File: config.mk
export PLATFORM = sky130hd
export DESIGN_NAME = cpu5_store_buffer_flat
export DESIGN_NICKNAME = d
export VERILOG_FILES = /design/src/rtl/cpu5_store_buffer_if.sv /design/src/rtl/cpu5_store_buffer.sv /design/src/flat_wrapper.sv
export SDC_FILE = /design/constraint.sdc
export NUM_CORES = 1
export LEC_CHECK = 0
export BUFFER_PORTS_ARGS = -buffer_cell sky130_fd_sc_hd__buf_2
export CAP_MARGIN = 20
export CORE_AREA = 2 2 240 242
export CTS_CLUSTER_DIAMETER = 80
export DETAILED_ROUTE_END_ITERATION = 6
export DIE_AREA = 0 0 242 244
export PLACE_DENSITY_LB_ADDON = 0.1
export SLEW_MARGIN = 10
export SYNTH_ARGS = -nofsm -noshare
export SYNTH_HDL_FRONTEND = slang
export SYNTH_SLANG_ARGS = --single-unit
File: constraint.sdc
create_clock -name clk -period 4.16 [get_ports clk]
set_input_delay 0.208 -clock clk [delete_from_list [all_inputs] [get_ports clk]]
set_output_delay 0.208 -clock clk [all_outputs]
set_load 0.05 [all_outputs]
File: src/rtl/cpu5_store_buffer_if.sv
// Core/memory-side bus of the cpu5 store buffer: core store/load port plus memory write/read port.
interface cpu5_store_buffer_if #(
    parameter int unsigned XLEN = 32
);
    logic            core_memwrite;
    logic [XLEN-1:0] core_addr;
    logic [XLEN-1:0] core_wdata;
    logic [XLEN-1:0] core_rdata;
    logic            stall;
    logic            empty;
    logic            mem_req;
    logic [XLEN-1:0] mem_waddr;
    logic [XLEN-1:0] mem_wdata;
    logic            mem_ack;
    logic [XLEN-1:0] mem_raddr;
    logic [XLEN-1:0] mem_rdata;

    // Environment view: drives core requests and memory responses
    modport master (
        output core_memwrite, core_addr, core_wdata, mem_ack, mem_rdata,
        input  core_rdata, stall, empty, mem_req, mem_waddr, mem_wdata, mem_raddr
    );

    // Buffer view
    modport slave (
        input  core_memwrite, core_addr, core_wdata, mem_ack, mem_rdata,
        output core_rdata, stall, empty, mem_req, mem_waddr, mem_wdata, mem_raddr
    );
endinterface

File: src/rtl/cpu5_store_buffer.sv
// Posted-write store buffer: FIFO of full-word stores drained over a req/ack write port,
// with store-to-load forwarding from the youngest matching pending entry.
module cpu5_store_buffer #(
    parameter int unsigned XLEN  = 32,
    parameter int unsigned DEPTH = 4
) (
    input  logic               clk,
    input  logic               reset,
    cpu5_store_buffer_if.slave bus
);
    localparam int unsigned PtrW = $clog2(DEPTH);

    typedef logic [PtrW-1:0] ptr_t;
    typedef logic [PtrW:0]   cnt_t;

    logic [XLEN-1:0] addr_q [DEPTH];
    logic [XLEN-1:0] data_q [DEPTH];

    ptr_t wr_ptr_q, wr_ptr_d;
    ptr_t rd_ptr_q, rd_ptr_d;
    cnt_t count_q, count_d;

    logic            full;
    logic            none;
    logic            enq;
    logic            deq;
    logic            fwd_hit;
    logic [XLEN-1:0] fwd_data;
    ptr_t            fwd_idx;

    // Flags derive from registered count only, so stall has no path from mem_ack
    assign full = (count_q == cnt_t'(DEPTH));
    assign none = (count_q == '0);
    assign enq  = bus.core_memwrite && !full;
    assign deq  = bus.mem_ack && !none;

    assign bus.stall     = full;
    assign bus.empty     = none;
    assign bus.mem_req   = !none;
    assign bus.mem_waddr = addr_q[rd_ptr_q];
    assign bus.mem_wdata = data_q[rd_ptr_q];
    assign bus.mem_raddr = bus.core_addr;

    // Next-state for pointers and occupancy; enqueue and dequeue may coincide
    always_comb begin
        wr_ptr_d = wr_ptr_q;
        rd_ptr_d = rd_ptr_q;
        count_d  = count_q;
        if (enq) begin
            wr_ptr_d = wr_ptr_q + ptr_t'(1);
        end
        if (deq) begin
            rd_ptr_d = rd_ptr_q + ptr_t'(1);
        end
        count_d = count_q + cnt_t'(enq) - cnt_t'(deq);
    end

    // Pointer and count registers
    always_ff @(posedge clk or posedge reset) begin
        if (reset) begin
            wr_ptr_q <= '0;
            rd_ptr_q <= '0;
            count_q  <= '0;
        end else begin
            wr_ptr_q <= wr_ptr_d;
            rd_ptr_q <= rd_ptr_d;
            count_q  <= count_d;
        end
    end

    // Entry storage; contents are only read while counted valid, so no reset needed
    always_ff @(posedge clk) begin
        if (enq) begin
            addr_q[wr_ptr_q] <= bus.core_addr;
            data_q[wr_ptr_q] <= bus.core_wdata;
        end
    end

    // Forwarding: walk entries oldest to youngest so the youngest hit wins
    always_comb begin
        fwd_hit  = 1'b0;
        fwd_data = '0;
        fwd_idx  = rd_ptr_q;
        for (int unsigned i = 0; i < DEPTH; i++) begin
            fwd_idx = rd_ptr_q + ptr_t'(i);
            if ((cnt_t'(i) < count_q) &&
                (addr_q[fwd_idx][XLEN-1:2] == bus.core_addr[XLEN-1:2])) begin
                fwd_hit  = 1'b1;
                fwd_data = data_q[fwd_idx];
            end
        end
    end

    assign bus.core_rdata = fwd_hit ? fwd_data : bus.mem_rdata;
endmodule

File: src/flat_wrapper.sv
// flat-port wrapper written by rule: the top's interface ports become plain ports
module cpu5_store_buffer_flat 
#(
    parameter int unsigned XLEN  = 32,
    parameter int unsigned DEPTH = 4
)
  (clk, reset, bus_core_memwrite, bus_core_addr, bus_core_wdata, bus_mem_ack, bus_mem_rdata, bus_core_rdata, bus_stall, bus_empty, bus_mem_req, bus_mem_waddr, bus_mem_wdata, bus_mem_raddr);
  cpu5_store_buffer_if #(.XLEN(XLEN)) bus_i ();
  input  logic clk;
  input  logic reset;
  input wire logic [$bits(bus_i.core_memwrite)-1:0] bus_core_memwrite;
  input wire logic [$bits(bus_i.core_addr)-1:0] bus_core_addr;
  input wire logic [$bits(bus_i.core_wdata)-1:0] bus_core_wdata;
  input wire logic [$bits(bus_i.mem_ack)-1:0] bus_mem_ack;
  input wire logic [$bits(bus_i.mem_rdata)-1:0] bus_mem_rdata;
  output wire logic [$bits(bus_i.core_rdata)-1:0] bus_core_rdata;
  output wire logic [$bits(bus_i.stall)-1:0] bus_stall;
  output wire logic [$bits(bus_i.empty)-1:0] bus_empty;
  output wire logic [$bits(bus_i.mem_req)-1:0] bus_mem_req;
  output wire logic [$bits(bus_i.mem_waddr)-1:0] bus_mem_waddr;
  output wire logic [$bits(bus_i.mem_wdata)-1:0] bus_mem_wdata;
  output wire logic [$bits(bus_i.mem_raddr)-1:0] bus_mem_raddr;
  assign bus_i.core_memwrite = bus_core_memwrite;
  assign bus_i.core_addr = bus_core_addr;
  assign bus_i.core_wdata = bus_core_wdata;
  assign bus_i.mem_ack = bus_mem_ack;
  assign bus_i.mem_rdata = bus_mem_rdata;
  assign bus_core_rdata = bus_i.core_rdata;
  assign bus_stall = bus_i.stall;
  assign bus_empty = bus_i.empty;
  assign bus_mem_req = bus_i.mem_req;
  assign bus_mem_waddr = bus_i.mem_waddr;
  assign bus_mem_wdata = bus_i.mem_wdata;
  assign bus_mem_raddr = bus_i.mem_raddr;
  cpu5_store_buffer #(.XLEN(XLEN), .DEPTH(DEPTH)) u_core (.clk(clk), .reset(reset), .bus(bus_i));
endmodule
==> impl_metrics.csv <==
group,metric,value,unit
flow_run,cap_violations,0,
timing,finalCritPeriodShare,1.11,
detailed_routing,wirelength,60800,um
timing,slew_viol_final,0,
floorplanning,die_area,0.0590,mm2
placed_design,io_buffer_count,230,
timing,tns,-12.58,ns
timing,setup_violations,32,
detailed_routing,first_pass_iters,5,
logic_synthesis,yosysTopAreaCell,"edfxtp_1",
pwr,combinationalPowerShare,0.629,
placed_design,place_congestion,0.910,
grt,antenna_found_initial,0,
logic_synthesis,ys_top_cells_by_count,"edfxtp_1, mux4_2, mux2i_1",
floorplanning,start_util,0.309,
floorplanning,num_rows,87,
logic_synthesis,synth_edf_count,256,
logic_synthesis,synth_seq_cells,263,
clock_tree,clockBufferDepth,3,
logic_synthesis,syn_nets,1382,
timing,slew_headroom,0.357,
worst_hold_path,whs_endpoint,"u_core.addr_q[1][25]",
detailed_routing,num_vias,13100,
pwr,p_int,0.00989,W
clock_tree,clock_sinks,263,
worst_setup_path,cp_max_fo,8,
timing,rsz0062_at_grt,"yes",
worst_setup_path,cp_data_arrival_time,4.39,ns
grt,grt_pass1_wl,88900,um
worst_setup_path,startpoint_type,"register",
clock_tree,insertion_delay,0.58,ns
pwr,p_leak,8.78,nW
logic_synthesis,synth_cells,1273,
final_layout,synthToLayoutAreaGrowth,41.1,%
grt,grt_use_total,0.199,
logic_synthesis,synth-xor-area-share,0.0459,
logic_synthesis,yosysTopAreaCellShare,0.442,
clock_tree,path_clk_slew,0.06,ns
worst_setup_path,critPathCaptureType,"output pin",
timing,fin_ws,-0.443,ns
worst_hold_path,hp-start,"bus_core_addr[25]",
timing,hold_viol,0,
final_layout,final_layout_size_suffix_gt1_frac,0.520,
outcome,status,"finished with violations",
pwr,finalPower,0.0176,W
logic_synthesis,synth_ff_type,"edfxtp_1",
pwr,p_per_area,716,mW/mm2
timing,skew,0.0150,ns
pwr,pwr-share-seq,0.222,
timing,fmax,217,MHz
detailed_routing,drc,0,
logic_synthesis,synth-adder-area-share,0.00691,
floorplanning,die_y,244,um
worst_setup_path,rr_endpoint,"u_core.data_q[2][21]",
outcome,failed_checks,"setup timing",
logic_synthesis,synth_warnings,0,
logic_synthesis,yosysMostFrequentCell,"edfxtp_1",
floorplanning,core_area,0.0562,mm2
placed_design,placed_cells,2279,
clock_tree,cts-buffers-inserted,31,
pwr,ir_drop,451,uV
timing,tightest_slew,0.964,ns
final_layout,fillerInstances,5150,
clock_tree,cts_root_buf,"clkbuf_16",
timing,post-route-min-period,4.60,ns
logic_synthesis,synth_area_per_cell,13.7,um2
logic_synthesis,yosysSeqAreaShare,0.452,
clock_tree,cts_tree,"done",
worst_setup_path,r2r_cells,5,
detailed_routing,via_per_inst,5.33,
pwr,pwr-share-clk,0.149,
detailed_routing,post_drt_wl_per_cell,24.8,um
clock_tree,ctsHtreeMaxLevel,1,
logic_synthesis,synthMuxAreaShare,0.295,
logic_synthesis,synthSimpleGateAreaFrac,0.0676,
timing,fin_worst_hold_slack,0.0428,ns
grt,grt_pass1_vias,13600,
worst_hold_path,hold_path_depth,1,
worst_setup_path,r2r-start,"u_core.count_q[2]",
pwr,p_sw_frac,0.437,
detailed_routing,drt.antenna.violating_nets,0,
detailed_routing,drt_iter0_markers,774,
worst_hold_path,hold_path.class,"in -> reg",
logic_synthesis,synth_compound_area_frac,0.0768,
worst_setup_path,path_class,"reg -> out",
final_layout,fin_nets,1778,
pwr,netSwitchingPower,0.00767,W
worst_setup_path,rrSetupSlack,1.63,ns
final_layout,final_cells,2451,
logic_synthesis,synth_cell_types,64,
logic_synthesis,synth_top_family_by_area,"multiplexers",
placed_design,hpwl,41700,um
logic_synthesis,async_flop_share,0.0266,
worst_setup_path,crit_start,"u_core.rd_ptr_q[1]",
final_layout,multi_input_area,0.0102,mm2
floorplanning,io_pins,231,
grt,grt_start_max_net_pins,73,
floorplanning,fp.dieW,242,um
logic_synthesis,netlist_area,0.0174,mm2
final_layout,seq_area,0.00787,mm2
logic_synthesis,yosys-top-cells-area,"edfxtp_1, mux4_2, mux2i_1",
worst_setup_path,required,3.95,ns
grt,overflow,0,
-- what timing repair did --
action                     in CTS  in global routing
pin swaps                      45                 34
hold endpoints to repair      189                  0
buffers inserted               40                 15
resized for setup             231                100
cloned                         13                  5
setup endpoints to repair      32                 32
hold buffers                   47                  0
-- critical path, stage by stage, from the launching register on --
cell and delay, ns:
dfrtp_4 0.50, buf_8 0.15, buf_12 0.14, buf_6 0.11, mux4_2 0.47, xor2_4 0.26, a2111oi_4 0.05, buf_4 0.16
nand4_1 0.14, nor4_4 0.05, and2_4 0.18, buf_12 0.15, or4_4 0.61, buf_12 0.19, buf_12 0.15, buf_8 0.13
a31oi_4 0.17, buf_6 0.18
-- power groups by stage --
stage / clock [W] / combinational (W) / sequential, W
finish: 0.00262 / 0.0110 / 0.00390
global route: 0.00281 / 0.0116 / 0.00396
CTS: 0.00270 / 0.0108 / 0.00389
detailed placement: 0 / 0.00975 / 0.00395
global placement: 0 / 0.00978 / 0.00393
floorplan: 0 / 0.00697 / 0.00380
-- logic make-up after synthesis --
family	Yosys count
AO/OA/AOI/OAI	179
flip-flops	263
AND/OR/NAND/NOR	241
adder cells (fa/ha/maj)	9
XOR/XNOR	91
buffers and inverters	172
multiplexers	318
-- layer usage --
metal	GRT usage	up-vias	wire [um]
met5	0	-	0
met4	0.0510	0	1570
met3	0.0243	87	2330
li1	-	5899	-
met2	0.360	326	31300
met1	0.252	6744	25600
-- flip-flops by register name, indices dropped and copies added (netlist names) --
register and cells:
u_core.addr_q 128, u_core.count_q 3, u_core.wr_ptr_q 2, u_core.rd_ptr_q 2, u_core.data_q 128
-- cells in the final DEF, fill, tap and decap left out, types with 7 or more instances in the layout --
master and count:
edfxtp_1 256, buf_2 198, buf_4 156, mux4_2 154
mux2i_1 110, nor2_1 71, xnor2_1 69, buf_6 52
nand2_1 49, dlygate4sd3_1 47, clkbuf_16 36, buf_12 34
a31oi_4 31, a221oi_2 29, or3_4 25, inv_1 23
mux2i_2 23, mux2i_4 19, a21oi_1 19, o21ai_0 14
nand4_1 12, xor2_1 12, clkbuf_1 11, o22ai_1 10
buf_16 10, nor2_4 9, xnor2_2 8, a22oi_1 8
or3_1 8, ha_1 8, nor2b_1 7, mux2_2 7
and2_4 7, nor2_2 7, buf_8 7
-- final cells by class --
class,count,share of cell area
diodes,1,0.000102
well taps,756,0.0386
flip-flops and latches,263,0.321
multi-input cells,838,0.415
clock buffers,44,0.0344
inverters,24,0.00367
repair buffers,511,0.182
clock inverters,14,0.00531
-- stage by stage --
step                       util  area, um2  setup WS (ns)
after floorplan               -      17900        -0.0266
after global placement    0.369      20700         -0.467
after detailed placement  0.369      20700         -0.413
after CTS                 0.426      23900         -0.464
after global routing      0.437      24500         -0.566
final                     0.437      24500         -0.443
-- how the worst max path moves through the flow --
stage,to,slack [ns],depth (start not counted)
after floorplan,bus_core_rdata[25],-0.03,14
after global placement,bus_core_rdata[0],-0.47,14
after detailed placement,bus_core_rdata[0],-0.41,14
after CTS,bus_core_rdata[20],-0.46,17
after global routing,bus_core_rdata[16],-0.57,17
final,bus_core_rdata[5],-0.44,17
Note: power is estimated with default switching activity, not from simulation.
